`src/rtl/video_src_uhd_4_if.sv`:
```
// AXI4-Stream video bus, 4 RGB pixels (96 bits) per beat.
// master: tdata/tvalid/tuser/tlast out, tready in; slave: the reverse.
interface video_src_uhd_4_if;
  logic [95:0] tdata;
  logic        tvalid;
  logic        tready;
  logic        tuser;
  logic        tlast;

  modport master (
    output tdata,
    output tvalid,
    output tuser,
    output tlast,
    input  tready
  );

  modport slave (
    input  tdata,
    input  tvalid,
    input  tuser,
    input  tlast,
    output tready
  );
endinterface

```
`src/rtl/video_src_uhd_4.sv`:
```
// AXI4-Stream test-frame source, 4 ppc RGB888, with h/v blanking.
// Ports: m_axis_video_aclk/areset, enable, mode, solid_rgb in;
// VIDEO_IN stream (master), frame_done pulse, frame_cnt out.
module video_src_uhd_4 #(
  parameter int WIDTH  = 64,
  parameter int HEIGHT = 64,
  parameter int HBLANK = 4,
  parameter int VBLANK = 16
) (
  input  logic                       m_axis_video_aclk,
  input  logic                       m_axis_video_areset,
  input  logic                       enable,
  input  logic [1:0]                 mode,
  input  logic [23:0]                solid_rgb,
  video_src_uhd_4_if.master          VIDEO_IN,
  output logic                       frame_done,
  output logic [15:0]                frame_cnt
);

  localparam int BEATS = WIDTH / 4;
  localparam int BW    = (BEATS > 1) ? $clog2(BEATS) : 1;
  localparam int YW    = (HEIGHT > 1) ? $clog2(HEIGHT) : 1;
  localparam int BLMAX = (HBLANK > VBLANK) ? HBLANK : VBLANK;
  localparam int CW    = (BLMAX > 0) ? $clog2(BLMAX + 1) : 1;

  typedef enum logic [1:0] {
    S_IDLE,
    S_ACTIVE,
    S_HBLANK,
    S_VBLANK
  } state_t;

  state_t state, state_d;

  logic [BW-1:0] beat, beat_d;
  logic [YW-1:0] y, y_d;
  logic [CW-1:0] bcnt, bcnt_d;
  logic [1:0]    cur_mode, cur_mode_d;
  logic [23:0]   cur_rgb, cur_rgb_d;
  logic [7:0]    cur_f, cur_f_d;
  logic [15:0]   cnt_d;
  logic [95:0]   tdata, tdata_d;
  logic          tuser, tlast;
  logic          done_d;
  logic          load;
  logic          start;
  logic          xfer;
  logic          last_beat;
  logic          last_line;

  function automatic logic [23:0] pix(
    input logic [1:0]  m,
    input logic [23:0] rgb,
    input logic [7:0]  f,
    input logic [7:0]  x,
    input logic [7:0]  yy
  );
    logic [23:0] p;
    p = '0;
    unique case (m)
      2'd0:    p = {x, yy, f};
      2'd1:    p = {24{x[3] ^ yy[3]}};
      2'd2:    p = rgb;
      default: p = {f, f, f};
    endcase
    return p;
  endfunction

  function automatic logic [95:0] beat_data(
    input logic [BW-1:0] b,
    input logic [YW-1:0] yy,
    input logic [1:0]    m,
    input logic [23:0]   rgb,
    input logic [7:0]    f
  );
    logic [95:0] d;
    d = '0;
    for (int k = 0; k < 4; k++) begin
      d[95-24*k -: 24] = pix(m, rgb, f,
                             8'({b, 2'b00} + k),
                             8'(yy));
    end
    return d;
  endfunction

  assign xfer      = (state == S_ACTIVE) && VIDEO_IN.tready;
  assign last_beat = (beat == BW'(BEATS - 1));
  assign last_line = (y == YW'(HEIGHT - 1));

  always_comb begin
    state_d    = state;
    beat_d     = beat;
    y_d        = y;
    bcnt_d     = bcnt;
    cur_mode_d = cur_mode;
    cur_rgb_d  = cur_rgb;
    cur_f_d    = cur_f;
    cnt_d      = frame_cnt;
    done_d     = 1'b0;
    load       = 1'b0;
    start      = 1'b0;

    unique case (state)
      S_IDLE: begin
        if (enable) start = 1'b1;
      end
      S_ACTIVE: begin
        if (xfer) begin
          if (!last_beat) begin
            beat_d = beat + 1'b1;
            load   = 1'b1;
          end else if (!last_line) begin
            if (HBLANK == 0) begin
              beat_d = '0;
              y_d    = y + 1'b1;
              load   = 1'b1;
            end else begin
              state_d = S_HBLANK;
              bcnt_d  = '0;
            end
          end else begin
            done_d = 1'b1;
            cnt_d  = frame_cnt + 16'd1;
            if (VBLANK == 0) begin
              if (enable) start = 1'b1;
              else        state_d = S_IDLE;
            end else begin
              state_d = S_VBLANK;
              bcnt_d  = '0;
            end
          end
        end
      end
      S_HBLANK: begin
        if (bcnt == CW'(HBLANK - 1)) begin
          state_d = S_ACTIVE;
          beat_d  = '0;
          y_d     = y + 1'b1;
          load    = 1'b1;
        end else begin
          bcnt_d = bcnt + 1'b1;
        end
      end
      S_VBLANK: begin
        if (bcnt == CW'(VBLANK - 1)) begin
          if (enable) start = 1'b1;
          else        state_d = S_IDLE;
        end else begin
          bcnt_d = bcnt + 1'b1;
        end
      end
      default: state_d = S_IDLE;
    endcase

    // Frame start latches settings; frame number includes an
    // increment happening on this same edge (VBLANK = 0 case).
    if (start) begin
      state_d    = S_ACTIVE;
      beat_d     = '0;
      y_d        = '0;
      cur_mode_d = mode;
      cur_rgb_d  = solid_rgb;
      cur_f_d    = cnt_d[7:0];
      load       = 1'b1;
    end
  end

  assign tdata_d = beat_data(beat_d, y_d, cur_mode_d,
                             cur_rgb_d, cur_f_d);

  always_ff @(posedge m_axis_video_aclk or posedge m_axis_video_areset) begin
    if (m_axis_video_areset) begin
      state      <= S_IDLE;
      beat       <= '0;
      y          <= '0;
      bcnt       <= '0;
      cur_mode   <= '0;
      cur_rgb    <= '0;
      cur_f      <= '0;
      tdata      <= '0;
      tuser      <= 1'b0;
      tlast      <= 1'b0;
      frame_done <= 1'b0;
      frame_cnt  <= '0;
    end else begin
      state      <= state_d;
      beat       <= beat_d;
      y          <= y_d;
      bcnt       <= bcnt_d;
      cur_mode   <= cur_mode_d;
      cur_rgb    <= cur_rgb_d;
      cur_f      <= cur_f_d;
      frame_done <= done_d;
      frame_cnt  <= cnt_d;
      if (load) begin
        tdata <= tdata_d;
        tuser <= (beat_d == '0) && (y_d == '0);
        tlast <= (beat_d == BW'(BEATS - 1));
      end
    end
  end

  assign VIDEO_IN.tvalid = (state == S_ACTIVE);
  assign VIDEO_IN.tdata  = tdata;
  assign VIDEO_IN.tuser  = tuser & VIDEO_IN.tvalid;
  assign VIDEO_IN.tlast  = tlast & VIDEO_IN.tvalid;

endmodule

```
`src/flat_wrapper.sv`:
```
// flat-port wrapper written by rule: the top's interface ports become plain ports
module video_src_uhd_4_flat 
#(
  parameter int WIDTH  = 64,
  parameter int HEIGHT = 64,
  parameter int HBLANK = 4,
  parameter int VBLANK = 16
)
  (m_axis_video_aclk, m_axis_video_areset, enable, mode, solid_rgb, frame_done, frame_cnt, VIDEO_IN_tdata, VIDEO_IN_tvalid, VIDEO_IN_tuser, VIDEO_IN_tlast, VIDEO_IN_tready);
  video_src_uhd_4_if VIDEO_IN_i ();
  input  logic m_axis_video_aclk;
  input  logic m_axis_video_areset;
  input  logic enable;
  input  logic [1:0] mode;
  input  logic [23:0] solid_rgb;
  output logic frame_done;
  output logic [15:0] frame_cnt;
  output wire logic [$bits(VIDEO_IN_i.tdata)-1:0] VIDEO_IN_tdata;
  output wire logic [$bits(VIDEO_IN_i.tvalid)-1:0] VIDEO_IN_tvalid;
  output wire logic [$bits(VIDEO_IN_i.tuser)-1:0] VIDEO_IN_tuser;
  output wire logic [$bits(VIDEO_IN_i.tlast)-1:0] VIDEO_IN_tlast;
  input wire logic [$bits(VIDEO_IN_i.tready)-1:0] VIDEO_IN_tready;
  assign VIDEO_IN_tdata = VIDEO_IN_i.tdata;
  assign VIDEO_IN_tvalid = VIDEO_IN_i.tvalid;
  assign VIDEO_IN_tuser = VIDEO_IN_i.tuser;
  assign VIDEO_IN_tlast = VIDEO_IN_i.tlast;
  assign VIDEO_IN_i.tready = VIDEO_IN_tready;
  video_src_uhd_4 #(.WIDTH(WIDTH), .HEIGHT(HEIGHT), .HBLANK(HBLANK), .VBLANK(VBLANK)) u_core (.m_axis_video_aclk(m_axis_video_aclk), .m_axis_video_areset(m_axis_video_areset), .enable(enable), .mode(mode), .solid_rgb(solid_rgb), .VIDEO_IN(VIDEO_IN_i), .frame_done(frame_done), .frame_cnt(frame_cnt));
endmodule
```
`config.mk`:
```
export PLATFORM = sky130hd
export DESIGN_NAME = video_src_uhd_4_flat
export DESIGN_NICKNAME = d
export VERILOG_FILES = /design/src/rtl/video_src_uhd_4_if.sv /design/src/rtl/video_src_uhd_4.sv /design/src/flat_wrapper.sv
export SDC_FILE = /design/constraint.sdc
export NUM_CORES = 1
export LEC_CHECK = 0
export CAP_MARGIN = 25
export CORE_MARGIN = 3
export CORE_UTILIZATION = 35
export DETAILED_ROUTE_END_ITERATION = 6
export GPL_TIMING_DRIVEN = 0
export PLACE_DENSITY_LB_ADDON = 0.2
export SYNTH_ARGS = -nofsm -noshare
export SYNTH_HDL_FRONTEND = slang
export SYNTH_SLANG_ARGS = --single-unit
```
`constraint.sdc`:
```
create_clock -name m_axis_video_aclk -period 3.56 [get_ports m_axis_video_aclk]
set_input_delay 0.534 -clock m_axis_video_aclk [delete_from_list [all_inputs] [get_ports m_axis_video_aclk]]
set_output_delay 0.534 -clock m_axis_video_aclk [all_outputs]
set_load 0.05 [all_outputs]
```
Yosys cells after proc, flatten, opt, wreduce, memory -nomap -nowiden
Index checks and enable logic that the tools add are counted.
{"block": "totals", "reg_bits": 166, "output_inout_bits": 116, "wordCells": 100}
{"block": "op_classes", "n_addsub": 7, "n_eq_ne": 19, "mux": 44, "bitwise": 6, "reduce_logical": 11}
{"operator": "case mux 24 bit (3 select lines)", "count": 4}
{"operator": "2-to-1 mux 8 bit", "count": 5}
{"operator": "2-to-1 mux 24 bit", "count": 1}
{"operator": "2-to-1 mux 5 bit", "count": 4}
{"operator": "2-to-1 mux 6 bit", "count": 3}
{"operator": "adder 16 x 1 -> 16 bit, second input constant", "count": 1}
{"operator": "2-to-1 mux 4 bit", "count": 4}
{"operator": "case mux 5 bit (3 select lines)", "count": 1}
{"operator": "adder 6 x 2 -> 7 bit, second input constant", "count": 2}
{"operator": "2-to-1 mux 2 bit", "count": 7}
{"operator": "2-to-1 mux 1 bit", "count": 11}
{"operator": "equality test 4 bit, second input constant", "count": 2}
{"operator": "!= test 2 bit, second input constant", "count": 4}
{"operator": "case mux 4 bit (2 select lines)", "count": 1}
{"operator": "adder 6 x 1 -> 7 bit, second input constant", "count": 1}
{"operator": "adder 6 x 1 -> 6 bit, second input constant", "count": 1}
{"operator": "equality test 2 bit, second input constant", "count": 3}
{"operator": "equality test 6 bit, second input constant", "count": 1}
{"operator": "logical NOT 6 bit", "count": 1}
{"operator": "!= test 3 x 1 -> 1 bit, second input constant", "count": 2}
{"operator": "!= test 3 bit, second input constant", "count": 2}
{"operator": "case mux 2 bit (3 select lines)", "count": 1}
{"operator": "AND reduction 6 bit", "count": 1}
{"operator": "adder 5 x 1 -> 5 bit, second input constant", "count": 1}
{"operator": "other kinds (15)", "count": 23}

Longest topological paths before layout
{"block": "logic_depth", "depth_word": 8, "ltp_mapped": 11}

Worst setup path after synthesis
OpenSTA, ideal clock, no wires.
{"block": "synth_timing", "kind": "register to register", "from": "register u_core.state[1]", "to": "register u_core.tdata[77] (netlist: u_core.VIDEO_IN.tdata[77])", "setup_time_ns": 0.067, "arrival_ns": 2.813, "required_ns": 3.493, "path_slack_ns": 0.680, "stages_incl_launch_ff": 10, "n_path_buf": 1, "cell_sequence": "dfrtp_1 > inv_1 > ha_1 > nand2_2 > or4_4 > buf_6 > or4_4 > a31oi_4 > and2b_1 > o32a_1"}
{"block": "synth_between", "elab_cells_between_ends": 24}
{"item": "from (decl)", "line": "video_src_uhd_4.sv:33", "rtl": "state_t state, state_d;"}
{"item": "from (signal assigned)", "line": "video_src_uhd_4.sv:186", "rtl": "state <= state_d;"}
{"item": "equality test 2 x 1 -> 1 bit (*)"}
{"item": "via VIDEO_IN_tvalid", "line": "flat_wrapper.sv:19", "rtl": "output wire logic [$bits(VIDEO_IN_i.tvalid)-1:0] VIDEO_IN_tvalid;"}
{"item": "logical AND 1 bit", "line": "video_src_uhd_4.sv:86", "rtl": "assign xfer = (state == S_ACTIVE) && VIDEO_IN.tready;"}
{"item": "2-to-1 mux 8 bit", "line": "video_src_uhd_4.sv:108", "rtl": "if (xfer) begin"}
{"item": "2-to-1 mux 8 bit (*)", "line": "video_src_uhd_4.sv:103", "rtl": "unique case (state)"}
{"item": "2-to-1 mux 8 bit (*)", "line": "video_src_uhd_4.sv:157", "rtl": "if (start) begin"}
{"item": "via u_core.cur_f_d[5]", "line": "video_src_uhd_4.sv:40", "rtl": "logic [7:0] cur_f, cur_f_d;"}
{"item": "case mux 24 bit (3 select lines) (*)", "line": "video_src_uhd_4.sv:60", "rtl": "unique case (m)"}
{"item": "to (signal assigned)", "line": "video_src_uhd_4.sv:196", "rtl": "tdata <= tdata_d;"}
{"item": "to (decl)", "line": "video_src_uhd_4.sv:42", "rtl": "logic [95:0] tdata, tdata_d;"}
The timed path passes the listed nets; every way through them passes the cells marked *.
A chain may end at the register's enable or synchronous reset.

Worst setup path in the final report
{"block": "layout_timing", "from": "register u_core.bcnt[0]", "to": "register u_core.tdata[81] (netlist: u_core.VIDEO_IN.tdata[81])"}
{"block": "layout_between", "elab_chain_len": 6, "elab_cells_between_ends": 21}
{"item": "from (decl)", "line": "video_src_uhd_4.sv:37", "rtl": "logic [CW-1:0] bcnt, bcnt_d;"}
{"item": "from (signal assigned)", "line": "video_src_uhd_4.sv:189", "rtl": "bcnt <= bcnt_d;"}
{"item": "equality test 5 x 4 -> 1 bit or equality test 5 x 2 -> 1 bit (tied branches)", "line": "video_src_uhd_4.sv:145, video_src_uhd_4.sv:135"}
{"item": "2-to-1 mux 1 bit (tied with other cells)", "line": "video_src_uhd_4.sv:145", "rtl": "if (bcnt == CW'(VBLANK - 1)) begin"}
{"item": "case mux 1 bit (2 select lines) (tied with other cells)", "line": "video_src_uhd_4.sv:103"}
{"item": "2-to-1 mux 2 bit (tied with other cells)", "line": "video_src_uhd_4.sv:157"}
{"item": "equality test 2 bit (tied with other cells)", "line": "video_src_uhd_4.sv:60"}
{"item": "case mux 24 bit (3 select lines)", "line": "video_src_uhd_4.sv:60"}
Parallel ways exist; a longest one is shown, timed or not.

==> metrics.txt <==
number of sinks handled by clock tree synthesis=96; effective utilization at floorplan=36.41%; FF-to-FF Start=u_core.bcnt[0]; boundary pin count=146; number of antenna-violating nets in the routed design=0; most frequently used flop master after synthesis=sky130_fd_sc_hd__dfrtp_1; drt initial violations=362; part of the Yosys area used for sequential elements=44.72%; required time at the worst-slack endpoint=3.80 ns; GRT Residual Overflow=0; class of the tightest hold or removal check=flop to flop; Max Transition Viols Final=0; final wirelength=15.29 mm; Buffers & Inverters on Critical Path=3; commonest non-fill, non-tap cell in the layout=sky130_fd_sc_hd__clkdlybuf4s50_1; DP HPWL=11.63 mm; Relative slew margins=55.59%; final critical-path share of the clock period=92.50%; number of cells on the worst hold path=2; floorplan core area=14,750 um2; Via Count=4,563; area of the mapped netlist=5371 um2; Area growth, synth to finish=37.39%; final clock skew=0.007096 ns; worst min-delay path endpoint=u_core.cur_rgb[16]; final hold violations=0; fraction of final layout cells with drive strength greater than 1=16.86%; number of setup violations in the final report=0; cell depth of the worst flop-to-flop path=10; clock-pin slew of the registers on the worst-case setup and hold paths=0.07 ns; number of port buffers=144; EDFF count, synth=0; antenna cells=0; initial antenna violation count=0; largest stage delay on the critical path=0.51 ns; maximum level of the CTS H-tree=3; cell chain of the critical path=ha_1 > and3_1 > ha_1 > a21oi_1 > nor2_2 > clkbuf_8 > clkbuf_1 > clkbuf_1 > o32ai_1 > o22a_1; pre-CTS worst setup slack=0.07555 ns; pin count of the biggest net entering global routing=57; clock latency at the later pin of the worst-skew pair=0.35 ns; Ys Warns=0; Final Critical Period=3.293 ns; unrepaired setup endpoints after global routing=no; floorplan die area=16,870 um2; register-to-register path setup slack=0.27 ns; routed wirelength normalized by instance count=17.18 um; synthesis-stage register bit count=96; horizontal die dimension=129.9 um; drt pass-1 iters=6; smallest setup slack after layout=0.2671 ns; net count after synthesis=585; CP Capture Type=flop; leading cell types in the layout, fill and taps excluded=sky130_fd_sc_hd__clkdlybuf4s50_1 (144), sky130_fd_sc_hd__dfrtp_1 (96), sky130_fd_sc_hd__buf_4 (70); CTS tree=yes; Top delay family on crit path=buffers and inverters; crit path kind=flop to flop; global router's overall resource usage=18.36%; number of maximum-capacitance constraint violations=0; detailed-route DRC error count=0; fill count=1,366; overall die height=129.9 um; post-CTS repair timing setup buffer count=0; run status=completed; Fin Hold WS=0.4754 ns; Setup Total Neg Slack=0 ns; # placed instances=874; Slowest cell on crit path=sky130_fd_sc_hd__clkbuf_1; Post-layout nets=741; number of standard cells after synthesis=545; hold-fix buffer count after cts=0; HP Start=u_core.cur_rgb[16]; number of global-route vias before repair=4,524; placer congestion estimate=0.8621; post-synthesis cell type count=65; critical register-to-register path endpoint=u_core.VIDEO_IN.tdata[81]; maximum root-to-sink buffer count=2; wire length of the first global-routing pass=24.01 mm; Worst-Margin Slew=0.6605 ns; share of synthesized flip-flops with an asynchronous set or reset=100.0%; fin cells=890; Cell Rows=44; arrival time at the worst endpoint=3.53 ns; Mean Syn Cell Area=9.856 um2; achievable clock frequency=303.7 MHz; cell at the root of the clock tree=sky130_fd_sc_hd__clkbuf_16; CTS Buf Count=9; Vias/cell=5.127; crit start category=flop; largest driver fanout on the critical path=10
kinds of logic (layout without fill, tap and decap cells):
kind of cell | count (synthesis) | count (layout) | share of synthesized area [%]
compound gates | 111 | 111 | 15.23
xor+xnor | 19 | 19 | 3.098
fa+ha+maj | 10 | 10 | 2.329
buf+inv | 118 | 279 | 14.60
flops | 96 | 96 | 44.72
mux | 21 | 21 | 4.053
simple gates | 170 | 170 | 15.96
Yosys cell counts (6+ instances only):
master                      n  area, um2
sky130_fd_sc_hd__o21ai_0   15      75.07
sky130_fd_sc_hd__ha_1      10      125.1
sky130_fd_sc_hd__buf_4     70      525.5
sky130_fd_sc_hd__o211ai_1   6      45.04
sky130_fd_sc_hd__clkbuf_1  11      41.29
sky130_fd_sc_hd__o22a_1    11      96.34
sky130_fd_sc_hd__o32a_1     8      80.08
sky130_fd_sc_hd__mux2_2     6      67.56
sky130_fd_sc_hd__nor2_1    29      108.9
sky130_fd_sc_hd__a21oi_1   25      125.1
sky130_fd_sc_hd__inv_1     27      101.4
sky130_fd_sc_hd__nor3_1    13      65.06
sky130_fd_sc_hd__mux2i_1   15      150.1
sky130_fd_sc_hd__dfrtp_1   96       2402
sky130_fd_sc_hd__nand3_1   16      80.08
sky130_fd_sc_hd__nand2_1   60      225.2
sky130_fd_sc_hd__xnor2_1   14      122.6
sky130_fd_sc_hd__nor2b_1    8      50.05
area by class of cell:
| cell class | instances | area (um2) | area share (%) |
|---|---|---|---|
| plain buffers | 91 | 683.2 | 9.257 |
| inverters | 27 | 103.9 | 1.407 |
| clock inverters | 6 | 65.06 | 0.8817 |
| well taps | 184 | 230.2 | 3.120 |
| repair buffers | 145 | 1469 | 19.91 |
| multi-input cells | 331 | 2187 | 29.64 |
| flip-flops and latches | 96 | 2402 | 32.55 |
| clock buffers | 10 | 239.0 | 3.238 |
layer usage:
layer  track usage, %  share of wire [%]  up-vias
met1            24.60                 45     2210
li1                 -                  -     2161
met5                0                  0        -
met3            5.117                6.1       25
met4            6.174                1.9        0
met2            28.78                 47      167
worst max path at each step:
| stage | slack [ns] | to | depth (start not counted) | startpoint |
|---|---|---|---|---|
| finish | 0.27 | u_core.VIDEO_IN.tdata[81] | 10 | u_core.bcnt[0] |
| floorplan | 0.52 | u_core.VIDEO_IN.tdata[41] | 1 | m_axis_video_areset |
| detailed placement | 0.08 | u_core.VIDEO_IN.tdata[81] | 8 | enable |
| global route | 0.06 | u_core.VIDEO_IN.tdata[81] | 10 | u_core.bcnt[0] |
| CTS | 0.11 | u_core.VIDEO_IN.tdata[81] | 10 | u_core.bcnt[0] |
| global placement | -0.97 | u_core.frame_cnt[9] | 2 | m_axis_video_areset |
through the flow:
step           instance area [um2]  utilization, %
2_1_floorplan                 5371               -
3_5_place_dp                  7073           47.94
6_report                      7380           50.02
5_1_grt                       7380           50.02
4_1_cts                       7377           50.00
3_3_place_gp                  7043           47.74
worst min-delay path: cells and delay by family (launching register included):
family        cells  cell delay (ns)
flops             1             0.32
simple gates      2             0.12
registers in the layout, summed over array words and instances, names as in the netlist:
name and count:
u_core.VIDEO_IN.tdata 26, u_core.cur_rgb 24, u_core.cur_f 8, u_core.y 6, u_core.frame_done 1, u_core.bcnt 5
u_core.tlast 1, u_core.frame_cnt 16, u_core.beat 4, u_core.tuser 1, u_core.state 2, u_core.cur_mode 2
timing repair:
action,4_1_cts,5_1_grt
endpoints found under the setup margin,0,2
gates resized for setup,0,1
endpoints found under the hold margin,0,0
Power is not shown: default switching activity piles up to over one toggle a cycle in this logic, so the estimate is an artifact.
